===== src/rtl/retardo_var_pkg.sv =====
// Shared defaults and constant helpers for the variable-delay line.
package retardo_var_pkg;

  localparam int unsigned DEF_WIDTH_DATA = 8;
  localparam int unsigned DEF_MAX_DELAY  = 16;

  // Ceiling log2, never below 1 so that degenerate sizes still get a legal vector.
  function automatic int unsigned clog2(input int unsigned value);
    int unsigned result;
    result = 0;
    while ((32'd1 << result) < value) begin
      result = result + 1;
    end
    if (result == 0) begin
      result = 1;
    end
    return result;
  endfunction

endpackage


===== src/rtl/retardo_var_if.sv =====
// Sample/delay-control bundle between a stream source and the variable-delay line.
interface retardo_var_if
  import retardo_var_pkg::*;
#(
    parameter int unsigned WIDTH_DATA = DEF_WIDTH_DATA,
    parameter int unsigned MAX_DELAY  = DEF_MAX_DELAY
);

    localparam int unsigned DSEL_W = clog2(MAX_DELAY + 1);

    logic                  enable;
    logic [WIDTH_DATA-1:0] data_in;
    logic [DSEL_W-1:0]     delay_sel;
    logic                  delay_load;
    logic [WIDTH_DATA-1:0] data_out;
    logic                  valid_out;
    logic [DSEL_W-1:0]     delay_act;

    modport master (
        output enable,
        output data_in,
        output delay_sel,
        output delay_load,
        input  data_out,
        input  valid_out,
        input  delay_act
    );

    modport slave (
        input  enable,
        input  data_in,
        input  delay_sel,
        input  delay_load,
        output data_out,
        output valid_out,
        output delay_act
    );

endinterface


===== src/rtl/retardo_var_reg.sv =====
// Enabled storage register with asynchronous clear; one instance per delay-line entry.
module retardo_var_reg #(
    parameter int unsigned N = 8
) (
    input  logic         clk,
    input  logic         clr,
    input  logic         en,
    input  logic [N-1:0] d,
    output logic [N-1:0] q
);

    always_ff @(posedge clk or posedge clr) begin
        if (clr) begin
            q <= '0;
        end else if (en) begin
            q <= d;
        end
    end

endmodule


===== src/rtl/retardo_var.sv =====
// Variable-length delay line: circular buffer written once per enabled edge,
// read combinationally delay_act samples behind the write pointer.
module retardo_var
  import retardo_var_pkg::*;
#(
    parameter int unsigned WIDTH_DATA = DEF_WIDTH_DATA,
    parameter int unsigned MAX_DELAY  = DEF_MAX_DELAY
) (
    input logic         clk,
    input logic         reset,
    retardo_var_if.slave bus
);

    localparam int unsigned PTR_W  = clog2(MAX_DELAY);
    localparam int unsigned DSEL_W = clog2(MAX_DELAY + 1);
    // One extra bit so wr_ptr + MAX_DELAY - delay_act never overflows.
    localparam int unsigned SUM_W  = DSEL_W + 1;

    localparam logic [PTR_W-1:0]  LAST_PTR  = PTR_W'(MAX_DELAY - 1);
    localparam logic [DSEL_W-1:0] MAX_D     = DSEL_W'(MAX_DELAY);
    localparam logic [DSEL_W-1:0] MIN_D     = DSEL_W'(1);
    localparam logic [SUM_W-1:0]  MAX_D_SUM = SUM_W'(MAX_DELAY);

    logic [PTR_W-1:0]      wr_ptr_q, wr_ptr_d;
    logic [DSEL_W-1:0]     fill_q, fill_d;
    logic [DSEL_W-1:0]     delay_act_q, delay_act_d;
    logic [WIDTH_DATA-1:0] mem_q [MAX_DELAY];

    logic [SUM_W-1:0]      rd_sum;
    logic [SUM_W-1:0]      rd_wrap;
    logic [PTR_W-1:0]      rd_idx;

    for (genvar i = 0; i < MAX_DELAY; i++) begin : g_mem
        logic en;
        assign en = bus.enable && (wr_ptr_q == PTR_W'(i));

        retardo_var_reg #(
            .N(WIDTH_DATA)
        ) u_reg (
            .clk(clk),
            .clr(reset),
            .en (en),
            .d  (bus.data_in),
            .q  (mem_q[i])
        );
    end

    always_comb begin
        wr_ptr_d = wr_ptr_q;
        fill_d   = fill_q;
        if (bus.enable) begin
            wr_ptr_d = (wr_ptr_q == LAST_PTR) ? '0 : wr_ptr_q + PTR_W'(1);
            if (fill_q < MAX_D) begin
                fill_d = fill_q + DSEL_W'(1);
            end
        end
    end

    always_comb begin
        delay_act_d = delay_act_q;
        if (bus.delay_load) begin
            if (bus.delay_sel == '0) begin
                delay_act_d = MIN_D;
            end else if (bus.delay_sel > MAX_D) begin
                delay_act_d = MAX_D;
            end else begin
                delay_act_d = bus.delay_sel;
            end
        end
    end

    always_ff @(posedge clk or posedge reset) begin
        if (reset) begin
            wr_ptr_q    <= '0;
            fill_q      <= '0;
            delay_act_q <= MAX_D;
        end else begin
            wr_ptr_q    <= wr_ptr_d;
            fill_q      <= fill_d;
            delay_act_q <= delay_act_d;
        end
    end

    // delay_act is always in 1..MAX_DELAY, so a single conditional subtract wraps the index.
    always_comb begin
        rd_sum  = SUM_W'(wr_ptr_q) + MAX_D_SUM - SUM_W'(delay_act_q);
        rd_wrap = (rd_sum >= MAX_D_SUM) ? rd_sum - MAX_D_SUM : rd_sum;
        rd_idx  = PTR_W'(rd_wrap);
    end

    assign bus.data_out  = mem_q[rd_idx];
    assign bus.valid_out = (fill_q >= delay_act_q);
    assign bus.delay_act = delay_act_q;

endmodule

===== src/flat_wrapper.sv =====
// flat-port wrapper written by rule: the top's interface ports become plain ports
module retardo_var_flat import retardo_var_pkg::*;
#(
    parameter int unsigned WIDTH_DATA = DEF_WIDTH_DATA,
    parameter int unsigned MAX_DELAY  = DEF_MAX_DELAY
)
  (clk, reset, bus_enable, bus_data_in, bus_delay_sel, bus_delay_load, bus_data_out, bus_valid_out, bus_delay_act);
  retardo_var_if #(.WIDTH_DATA(WIDTH_DATA), .MAX_DELAY(MAX_DELAY)) bus_i ();
  input logic clk;
  input logic reset;
  input wire logic [$bits(bus_i.enable)-1:0] bus_enable;
  input wire logic [$bits(bus_i.data_in)-1:0] bus_data_in;
  input wire logic [$bits(bus_i.delay_sel)-1:0] bus_delay_sel;
  input wire logic [$bits(bus_i.delay_load)-1:0] bus_delay_load;
  output wire logic [$bits(bus_i.data_out)-1:0] bus_data_out;
  output wire logic [$bits(bus_i.valid_out)-1:0] bus_valid_out;
  output wire logic [$bits(bus_i.delay_act)-1:0] bus_delay_act;
  assign bus_i.enable = bus_enable;
  assign bus_i.data_in = bus_data_in;
  assign bus_i.delay_sel = bus_delay_sel;
  assign bus_i.delay_load = bus_delay_load;
  assign bus_data_out = bus_i.data_out;
  assign bus_valid_out = bus_i.valid_out;
  assign bus_delay_act = bus_i.delay_act;
  retardo_var #(.WIDTH_DATA(WIDTH_DATA), .MAX_DELAY(MAX_DELAY)) u_core (.clk(clk), .reset(reset), .bus(bus_i));
endmodule

===== config.mk =====
export PLATFORM = sky130hd
export DESIGN_NAME = retardo_var_flat
export DESIGN_NICKNAME = d
export VERILOG_FILES = /design/src/rtl/retardo_var_pkg.sv /design/src/rtl/retardo_var_if.sv /design/src/rtl/retardo_var_reg.sv /design/src/rtl/retardo_var.sv /design/src/flat_wrapper.sv
export SDC_FILE = /design/constraint.sdc
export NUM_CORES = 1
export LEC_CHECK = 0
export BUFFER_PORTS_ARGS = -buffer_cell sky130_fd_sc_hd__buf_2
export CORE_ASPECT_RATIO = 1.75
export CORE_UTILIZATION = 60
export CTS_CLUSTER_SIZE = 12
export DETAILED_ROUTE_END_ITERATION = 10
export PLACE_DENSITY = 0.85
export SYNTH_ARGS = -nofsm -noshare
export SYNTH_HDL_FRONTEND = slang
export SYNTH_SLANG_ARGS = --single-unit

===== constraint.sdc =====
create_clock -name clk -period 4.94 [get_ports clk]
set_input_delay 0.494 -clock clk [delete_from_list [all_inputs] [get_ports clk]]
set_output_delay 0.494 -clock clk [all_outputs]
set_load 0.03 [all_outputs]

==> qor.yml, run 1 <==
arrival_ps: 3570
cts_setup_buffers: 0
cts_tree: "built"
maxSlewHeadroom: 0.409
syn_avg_cell_area_um2: 15.8
synth-seq-area-share: 0.514
synth_mux_area_frac: 0.365
clk_pin_slew_worst_paths_ps: 60
critical_path_class: "reg2out"
ys_seq_elements: 142
slowest_delay_ps: 960
synth_top_cells_by_area: "dfrtp_1 51%, mux2_2 19%, mux4_1 8.4%, mux2i_1 3.5%, mux4_2 3.3%"
grt_pass1_vias: 4269
synth_top_family_by_area: "multiplexers"
ys_types: 39
synthAdderAreaFrac: 0.0264
ant_nets: 0
ys.flop_type: "dfrtp_1"
sw_frac_of_total: 0.350
cts_root_buffer: "clkbuf_16"
path_cells: "inv_1, ha_1, inv_1, fa_2, buf_4, mux4_1, mux2i_1, mux2i_1, buf_2"
drt-pass1-iter-count: 4
grt_max_degree: 99
hold_violations: 0
maxCapViolCount: 0
fin_skew_ps: 8.79
drtIter0Drc: 213
fmax_mhz: 246
grt_pass1_wl_um: 23600
gp_congestion: 0.834
power.net_switching_mw: 1.93
start_kind: "register"
synth_edf_count: 0
status: "finished, final reports clean"
die_area_mm2: 0.0120
crit_family: "adder cells"
synth_top_area_frac: 0.510
syn2layout_area_growth_pct: 10.8
final_cells: 612
power_frac_comb: 0.417
dp_slack_ps: 1320
wl_per_cell_um: 24.4
insertion_delay_ps: 420
power_density_mw_per_mm2: 721
p_leak_nw: 3.67
finalPower_mw: 5.52
worst_slew_pin_slew_ps: 882
fp.dieH_um: 144
synthesis.nets: 470
cts_resized: 0
core_mm2: 0.0112
clkSinkCount: 142
ios: 31
nFillCells: 733
grt.total_usage: 0.272
drc: 0
final_max_slew_viol_count: 0
critPathRequiredTime_ps: 4450
vias: 3893
max-vdd-ir-drop_v: 0.000539
grt_overflow_total: 0
num_rows: 51
synth_compound_area_frac: 0.0127
cts-buffers-inserted: 17
clockBufferDepth: 2
cp_max_fo: 20
fin_nets: 498
cp_num_buf_inv: 4
synth_top_area_cell: "dfrtp_1"
start_util: 0.619
p_seq_frac: 0.364
synth_area_mm2: 0.00692
syn_inst: 439
synth_simple_gate_area_frac: 0.0385
via_per_inst: 6.36
intPower_mw: 3.59
synthArstFlopShare: 1.00
setup_ws_ps: 880
power_frac_clock: 0.219
antenna_found_initial: 0
slowest_stage: "fa_2"
fin_crit_sh: 0.822
dp_cells: 580
dp_hpwl_um: 9780
wirelength_um: 14900
fin_tns_setup_ps: 0
layout-drive-gt1-share: 0.458
cts_hold_buf: 0
setup_violations: 0
die_w_um: 83.2
hold_ws_ps: 244
diodes: 0
finalCriticalPeriod_ps: 4060
ys_warn_count: 0
synth_xor_area_frac: 0.0127
crit_path_end_kind: "output port"
rsz0062_at_grt: "no"
hp-class: "in2async"
htree_levels: 4
portBuffers: 30
-- cells by family after synthesis --
kind of cell,count (synthesis)
and+or+nand+nor,40
buffers and inverters,35
AOI/OAI and AO/OA,16
DFF,142
xor gates and xnor gates,7
adders and majority gates,14
muxes,185
-- layout by cell type, fill, tap and decap left out, types with 8 or more instances in the layout --
cell,Yosys,final
clkbuf_16,0,17
mux2i_1,24,24
mux4_1,22,22
buf_2,2,30
ha_1,13,13
nand2_1,9,9
inv_1,10,9
mux2_2,119,119
dfrtp_1,141,141
o21ai_0,10,10
mux2_4,8,8
nand2_4,8,8
mux4_2,10,10
-- worst register-to-register path: stages (launching register included) --
cell	delay [ps]
dfrtp_1	480
inv_1	150
ha_1	340
and2_1	610
mux2_2	420
-- Yosys cell counts (8+ instances only) --
master,count
clkbuf_1,9
inv_1,10
mux2i_1,24
mux4_2,10
ha_1,13
nand2_4,8
mux2_4,8
nand2_1,9
buf_4,9
o21ai_0,10
mux2_2,119
mux4_1,22
dfrtp_1,141
-- metrics by stage --
step,instance area (um2),util
after floorplan,6920,-
after global placement,7100,0.635
after detailed placement,7100,0.635
after CTS,7660,0.686
after global routing,7660,0.686
final,7660,0.686
-- flip-flops by register name, summed over array words and instances, names as in the netlist --
signal                cells
u_core.g_mem.u_reg.q    128
u_core.bus.delay_act      5
u_core.wr_ptr_q           4
u_core.fill_q             5
-- per-layer routing --
| layer | track usage | vias to the layer above | wire, um |
|---|---|---|---|
| met5 | 0 | - | 0 |
| met4 | 0.152 | 0 | 522 |
| met3 | 0.0628 | 40 | 731 |
| met2 | 0.482 | 106 | 8150 |
| met1 | 0.303 | 2057 | 5530 |
| li1 | - | 1690 | - |
-- worst paths after layout --
kind / start / end / slack [ps] / cells after the start
setup / recovery: u_core.wr_ptr_q[0]$_DFFE_PP0P_ / bus_data_out[6] / 880 / 9
max in group asynchronous: reset / u_core.g_mem[12].u_reg.q[5]$_DFFE_PP0P_ / 3550 / 3
hold reg to reg: u_core.g_mem[14].u_reg.q[7]$_DFFE_PP0P_ / u_core.g_mem[14].u_reg.q[7]$_DFFE_PP0P_ / 500 / 1
hold / removal: reset / u_core.fill_q[2]$_DFFE_PP0P_ / 240 / 2
setup reg to reg: u_core.wr_ptr_q[1]$_DFFE_PP0P_ / u_core.g_mem[0].u_reg.q[3]$_DFFE_PP0P_ / 2820 / 4
min in group clk: bus_delay_sel[4] / u_core.bus.delay_act[4]$_DFFE_PP1P_ / 330 / 3
-- cell type report --
cell class	instances	area, um2	area share
sequential	142	3550	0.464
multi-input combinational	262	3150	0.411
clock buffer	20	457	0.0596
timing repair buffer	34	180	0.0235
tap	132	165	0.0216
clock inverter	12	110	0.0144
inverter	10	42.5	0.00555
-- power groups by stage --
stage                     Sequential [mW]  Clock (mW)  Combinational (mW)
after floorplan                      1.89           0                1.87
after detailed placement             2.01           0                2.29
final                                2.01        1.21                2.30
after global routing                 2.06        1.28                2.44
after global placement               1.96           0                2.21
after CTS                            2.00        1.22                2.32
(Power assumes the default switching activity.)
==> inputs of run 2 (changes only) <==
--- a/config.mk
+++ b/config.mk
@@ -5,12 +5,13 @@
 export SDC_FILE = /design/constraint.sdc
 export NUM_CORES = 1
 export LEC_CHECK = 0
+export ABC_AREA = 1
 export BUFFER_PORTS_ARGS = -buffer_cell sky130_fd_sc_hd__buf_2
 export CORE_ASPECT_RATIO = 1.75
-export CORE_UTILIZATION = 60
+export CORE_UTILIZATION = 56
 export CTS_CLUSTER_SIZE = 12
 export DETAILED_ROUTE_END_ITERATION = 10
-export PLACE_DENSITY = 0.85
+export PLACE_DENSITY = 0.83
 export SYNTH_ARGS = -nofsm -noshare
 export SYNTH_HDL_FRONTEND = slang
 export SYNTH_SLANG_ARGS = --single-unit
==> constraint.sdc (replaced) <==
create_clock -name clk -period 3.65 [get_ports clk]
set_input_delay 0.365 -clock clk [delete_from_list [all_inputs] [get_ports clk]]
set_output_delay 0.365 -clock clk [all_outputs]
set_load 0.03 [all_outputs]
==> qor.yml, run 2 <==
ios: 31  # unchanged
fin_area_mm2: 0.00815  # +6.3%
start_kind: "register"
fin_tns_setup_ps: 0  # unchanged
maxCapViolCount: 0  # unchanged
dp_hpwl_um: 11600  # +19%
ant_nets: 0  # unchanged
grt_pass1_vias: 6163  # +44%
hp-class: "in2async"
max-vdd-ir-drop_v: 0.000687  # +27%
rr_worst_depth: 5  # +1
insertion_delay_ps: 410  # about the same
cts_resized: 0  # unchanged
worst_slew_pin_slew_ps: 944  # +62.5 ps
crit_path_end_kind: "output port"
grt_pass1_wl_um: 29300  # +24%
p_leak_nw: 4.39  # +19%
maxSlewHeadroom: 0.369  # -0.0401
power_density_mw_per_mm2: 956  # +33%
num_rows: 54  # +5.9%
synthArstFlopShare: 1.00  # unchanged
fin_nets: 1031  # +110%
critical_path_class: "reg2out"
synth-seq-area-share: 0.488  # -0.0258
grt.total_usage: 0.286  # +0.0138
setup_violations: 0  # unchanged
synthTopCellsByCount: "387 x nand2_1, 163 x inv_1, 141 x dfrtp_1"
rsz0062_at_grt: "no"
vias: 6237  # +60%
mostFrequentLayoutCells: "387 x nand2_1, 162 x inv_1, 141 x dfrtp_1"
synth_top_area_frac: 0.485  # -0.0256
drc: 0  # unchanged
clk_pin_slew_worst_paths_ps: 60  # about the same
r2r_end: "u_core.g_mem[15].u_reg.q[1]$_DFFE_PP0P_"
grt_max_degree: 65  # -34%
fp.dieH_um: 153  # +6.1%
critPathRequiredTime_ps: 3280  # -1170 ps
antenna_found_initial: 0  # unchanged
syn2layout_area_growth_pct: 11.9
layout_commonest_cell: "nand2_1"
layout-drive-gt1-share: 0.0849  # -0.373
cts_root_buffer: "clkbuf_16"
diodes: 0  # unchanged
regMostFlops: "u_core.g_mem.u_reg.q"
die_area_mm2: 0.0135  # +13%
status: "finished, final reports clean"
fin_crit_sh: 0.890
gp_congestion: 0.891  # +6.8%
synthesis.nets: 1022  # +120%
nFillCells: 1068  # +46%
synth_top_area_cell: "dfrtp_1"
reg2reg_slack_ps: 1790  # -1030 ps
cp_max_fo: 32  # +60%
synth_top_cells_by_area: "dfrtp_1 48%, nand2_1 20%, o21ai_0 8.6%, inv_1 8.4%, nand3_1 4.9%"
largest_reg_flops: 128  # unchanged
ys_seq_elements: 142  # unchanged
clkSinkCount: 142  # unchanged
start_util: 0.579  # -0.0399
final_max_slew_viol_count: 0  # unchanged
portBuffers: 30  # unchanged
drt-pass1-iter-count: 5  # +1
cts_setup_buffers: 0  # unchanged
hold_violations: 0  # unchanged
cts_tree: "built"
cts-buffers-inserted: 17  # unchanged
ys_warn_count: 0  # unchanged
via_per_inst: 5.28  # -17%
core_mm2: 0.0126  # +13%
synth_edf_count: 0  # unchanged
r2r_start: "u_core.wr_ptr_q[1]$_DFFE_PP0P_"
dpl_cell_area_mm2: 0.00751  # +5.9%
fin_skew_ps: 5.27  # -3.51 ps
htree_levels: 4  # unchanged
die_w_um: 88.2  # +6.1%
clockBufferDepth: 2  # unchanged
yosysMostFrequentCell: "nand2_1"
synth_area_mm2: 0.00728  # +5.3%
ys_types: 27  # -31%
ys.flop_type: "dfrtp_1"
arrival_ps: 2880  # -690 ps
drtIter0Drc: 594  # +180%
cts_hold_buf: 0  # unchanged
finalCriticalPeriod_ps: 3250
syn_inst: 991  # +130%
crit_start: "u_core.wr_ptr_q[0]$_DFFE_PP0P_"
syn_avg_cell_area_um2: 7.35  # -53%
wl_per_cell_um: 15.0  # -39%
grt_overflow_total: 0  # unchanged
wirelength_um: 17700  # +19%
fmax_mhz: 308
==> run 2: cell types whose count changed in the layout (fill, tap and decap cells not counted), sizes merged, moves of 7 or more <==
cell | before | now
mux2 | 129 | 0
nor2 | 3 | 10
nand2 | 21 | 391
inv | 13 | 166
mux4 | 32 | 0
mux2i | 24 | 0
o21ai | 10 | 134
nand3 | 3 | 71
==> run 2: report_power, final <==
group | switching, mW | total [mW] | leakage (nW) | internal [mW]
logic | 2.27 | 3.36 | 2.32 | 1.09
registers | 0.347 | 2.59 | 1.77 | 2.24
clock network | 0.677 | 1.84 | 0.300 | 1.17
==> run 2: metrics by stage <==
step	cells	util	setup WS (ps)	total power, mW	hold WS [ps]
after floorplan	991	-	1110	5.04	453
after global placement	1149	0.598	899	5.81	465
after detailed placement	1149	0.598	876	5.90	473
after CTS	1181	0.648	424	7.77	171
after global routing	1181	0.648	240	8.39	207
final	1181	0.648	400	7.79	144
==> run 2: cell families after synthesis <==
group | Yosys count | share of synthesized area
xor gates and xnor gates | 6 | 0.0108
and+or+nand+nor | 473 | 0.260
AOI/OAI and AO/OA | 143 | 0.0993
adders and majority gates | 14 | 0.0251
DFF | 142 | 0.488
buffers and inverters | 213 | 0.117
==> run 2: cell type report <==
type	count	area, um2	area share
Sequential cell	142	3550	0.436
Timing Repair Buffer	38	248	0.0304
Clock inverter	13	188	0.0230
Multi-Input combinational cell	636	2880	0.353
Tap cell	168	210	0.0258
Inverter	165	623	0.0765
Clock buffer	19	443	0.0544
==> run 2: worst max-delay path, cell delays in order, from the launching register on <==
cell	delay (ps)
dfrtp_1	410
inv_1	150
ha_2	190
inv_1	60
fa_1	500
buf_4	380
nand3_1	170
nand2_1	90
nand2_1	50
nand2_1	80
nand2_1	60
nand2_1	110
buf_2	200
==> run 2: worst max-delay path by stage <==
stage	to
after floorplan	bus_data_out[0]
after global placement	bus_data_out[1]
after detailed placement	bus_data_out[7]
after CTS	bus_data_out[7]
after global routing	bus_data_out[3]
final	bus_data_out[0]
==> run 2: routing by layer <==
metal | GRT usage | vias up | routed length, um
met3 | 0.0508 | 57 | 849
li1 | - | 3033 | -
met4 | 0.154 | 0 | 747
met5 | 0 | - | 0
met1 | 0.337 | 2911 | 7040
met2 | 0.485 | 236 | 9070
==> inputs of run 3 (changes only) <==
==> constraint.sdc (replaced) <==
create_clock -name clk -period 3.65 [get_ports clk]
set_input_delay 0.1825 -clock clk [delete_from_list [all_inputs] [get_ports clk]]
set_output_delay 0.1825 -clock clk [all_outputs]
set_load 0.03 [all_outputs]
==> qor.yml, run 3 (synthesized netlist as in run 2, its figures left out) <==
status: "finished, final reports clean"
final_cells: 1182  # +0.085%
die_area_mm2: 0.0135  # unchanged
critPathRequiredTime_ps: 3470  # +190 ps
cp_max_fo: 17  # -47%
nFillCells: 1086  # +1.7%
mostFrequentLayoutCells: "387 x nand2_1, 162 x inv_1, 141 x dfrtp_1"
cts_resized: 0  # unchanged
rsz0062_at_grt: "no"
regMostFlops: "u_core.g_mem.u_reg.q"
insertion_delay_ps: 430  # +20 ps
setup_violations: 0  # unchanged
drt-pass1-iter-count: 6  # +1
num_rows: 54  # unchanged
clkSinkCount: 142  # unchanged
largest_reg_flops: 128  # unchanged
critical_path_class: "reg2out"
final_core_utilization: 0.642  # -0.00567
core_mm2: 0.0126  # unchanged
cts_tree: "built"
layout_commonest_cell: "nand2_1"
maxCapViolCount: 0  # unchanged
wl_per_cell_um: 15.5  # +3.6%
hp-class: "in2reg"
cts_root_buffer: "clkbuf_16"
ios: 31  # unchanged
arrival_ps: 3050  # +170 ps
fin_skew_ps: 7.05  # +1.78 ps
clockBufferDepth: 2  # unchanged
slowest_delay_ps: 420  # -80 ps
power_density_mw_per_mm2: 943  # -1.4%
start_util: 0.579  # unchanged
finalPower_mw: 7.62  # -2.2%
cp_num_buf_inv: 5  # +1
fp.dieH_um: 153  # unchanged
crit_path_end_kind: "output port"
via_per_inst: 5.36  # +1.5%
portBuffers: 30  # unchanged
max-vdd-ir-drop_v: 0.000741  # +7.9%
power_frac_comb: 0.444  # +0.013
crit_family: "buffers and inverters"
slowest_stage: "inv_1"
path_cells: "inv_1, ha_2, inv_1, fa_1, xnor2_2, buf_4, inv_1, nand2_1, nand2_1, nand2_1, nand2_1, buf_2"
drc: 0  # unchanged
power_frac_clock: 0.215  # -0.021
sw_frac_of_total: 0.440  # +0.0171
crit_start: "u_core.wr_ptr_q[0]$_DFFE_PP0P_"
diodes: 0  # unchanged
dp_cells: 1148  # -0.087%
r2r_start: "u_core.wr_ptr_q[0]$_DFFE_PP0P_"
layout-drive-gt1-share: 0.0838  # -0.00107
fin_nets: 1032  # +0.097%
grt_overflow_total: 0  # unchanged
finalCriticalPeriod_ps: 3230  # -14.9 ps
gp_congestion: 0.849  # -4.7%
grt_max_degree: 95  # +46%
worst_slew_pin_slew_ps: 759  # -185 ps
ant_nets: 0  # unchanged
hold_violations: 0  # unchanged
final_max_slew_viol_count: 0  # unchanged
grt_pass1_vias: 6288  # +2.0%
maxSlewHeadroom: 0.492  # +0.123
min_from: "bus_delay_sel[2]"
vias: 6333  # +1.5%
grt_pass1_wl_um: 30100  # +2.7%
fmax_mhz: 309  # +0.46%
antenna_found_initial: 0  # unchanged
dp_hpwl_um: 11700  # +0.96%
fin_crit_sh: 0.886  # -0.00410
die_w_um: 88.2  # unchanged
syn2layout_area_growth_pct: 10.9
start_kind: "register"
power.net_switching_mw: 3.35  # +1.7%
cp_common_cell: "nand2_1"
grt.total_usage: 0.295  # +0.00844
wirelength_um: 18400  # +3.7%
drtIter0Drc: 681  # +15%
p_seq_frac: 0.341  # +0.009
htree_levels: 4  # unchanged
cts-buffers-inserted: 17  # unchanged
p_leak_nw: 4.35  # -0.73%
fin_tns_setup_ps: 0  # unchanged
intPower_mw: 4.26  # -5.1%
clk_pin_slew_worst_paths_ps: 60  # about the same
## run 3: worst paths after layout
check / depth (start not counted) / endpoint / slack, ps
min: 3 / u_core.bus.delay_act[2]$_DFFE_PP0P_ / 20
max reg2reg: 7 / u_core.g_mem[8].u_reg.q[6]$_DFFE_PP0P_ / 1860
min in group asynchronous: 4 / u_core.g_mem[12].u_reg.q[2]$_DFFE_PP0P_ / 440
min reg2reg: 2 / u_core.g_mem[0].u_reg.q[0]$_DFFE_PP0P_ / 480
max in group asynchronous: 4 / u_core.g_mem[3].u_reg.q[3]$_DFFE_PP0P_ / 2700
max: 12 / bus_data_out[0] / 420
## run 3: area by class of cell
type / instances / area [um2] / share of cell area
sequential: 142 / 3550 / 0.440
multi-input combinational: 636 / 2880 / 0.357
inverter: 165 / 623 / 0.0772
clock buffer: 19 / 443 / 0.0549
timing repair buffer: 39 / 248 / 0.0307
tap: 168 / 210 / 0.0260
clock inverter: 13 / 116 / 0.0144
## run 3: metal layers
layer	global-route usage	routed length, um	part of all wire
met1	0.343	7060	0.38
met2	0.480	9210	0.50
met3	0.0594	1040	0.057
met4	0.195	1040	0.056
met5	0	0	0
## run 3: what timing repair did
item                      CTS  global route
setup buffers               0             0
hold buffers                2             0
hold endpoints to repair  101             0
## run 3: metrics by stage
stage | worst slack (ps) | hold slack [ps] | cell area, um2
2_1_floorplan | 1290 | 292 | 7280
3_3_place_gp | 953 | 372 | 7490
3_5_place_dp | 889 | 372 | 7490
4_1_cts | 417 | 20.4 | 8070
5_1_grt | 190 | 38.3 | 8070
6_report | 415 | 22.1 | 8070
## run 3: power by group through the flow
stage	clock (mW)	sequential [mW]	combinational, mW
3_3_place_gp	0	2.58	3.23
5_1_grt	1.71	2.67	3.82
6_report	1.64	2.59	3.38
2_1_floorplan	0	2.51	2.52
4_1_cts	1.64	2.59	3.35
3_5_place_dp	0	2.60	3.30
## run 3: tightest hold or removal path: cells and delay by family
kind                   cells  cell delay [ps]
AO/OA/AOI/OAI              1               70
buffers and inverters      2              150
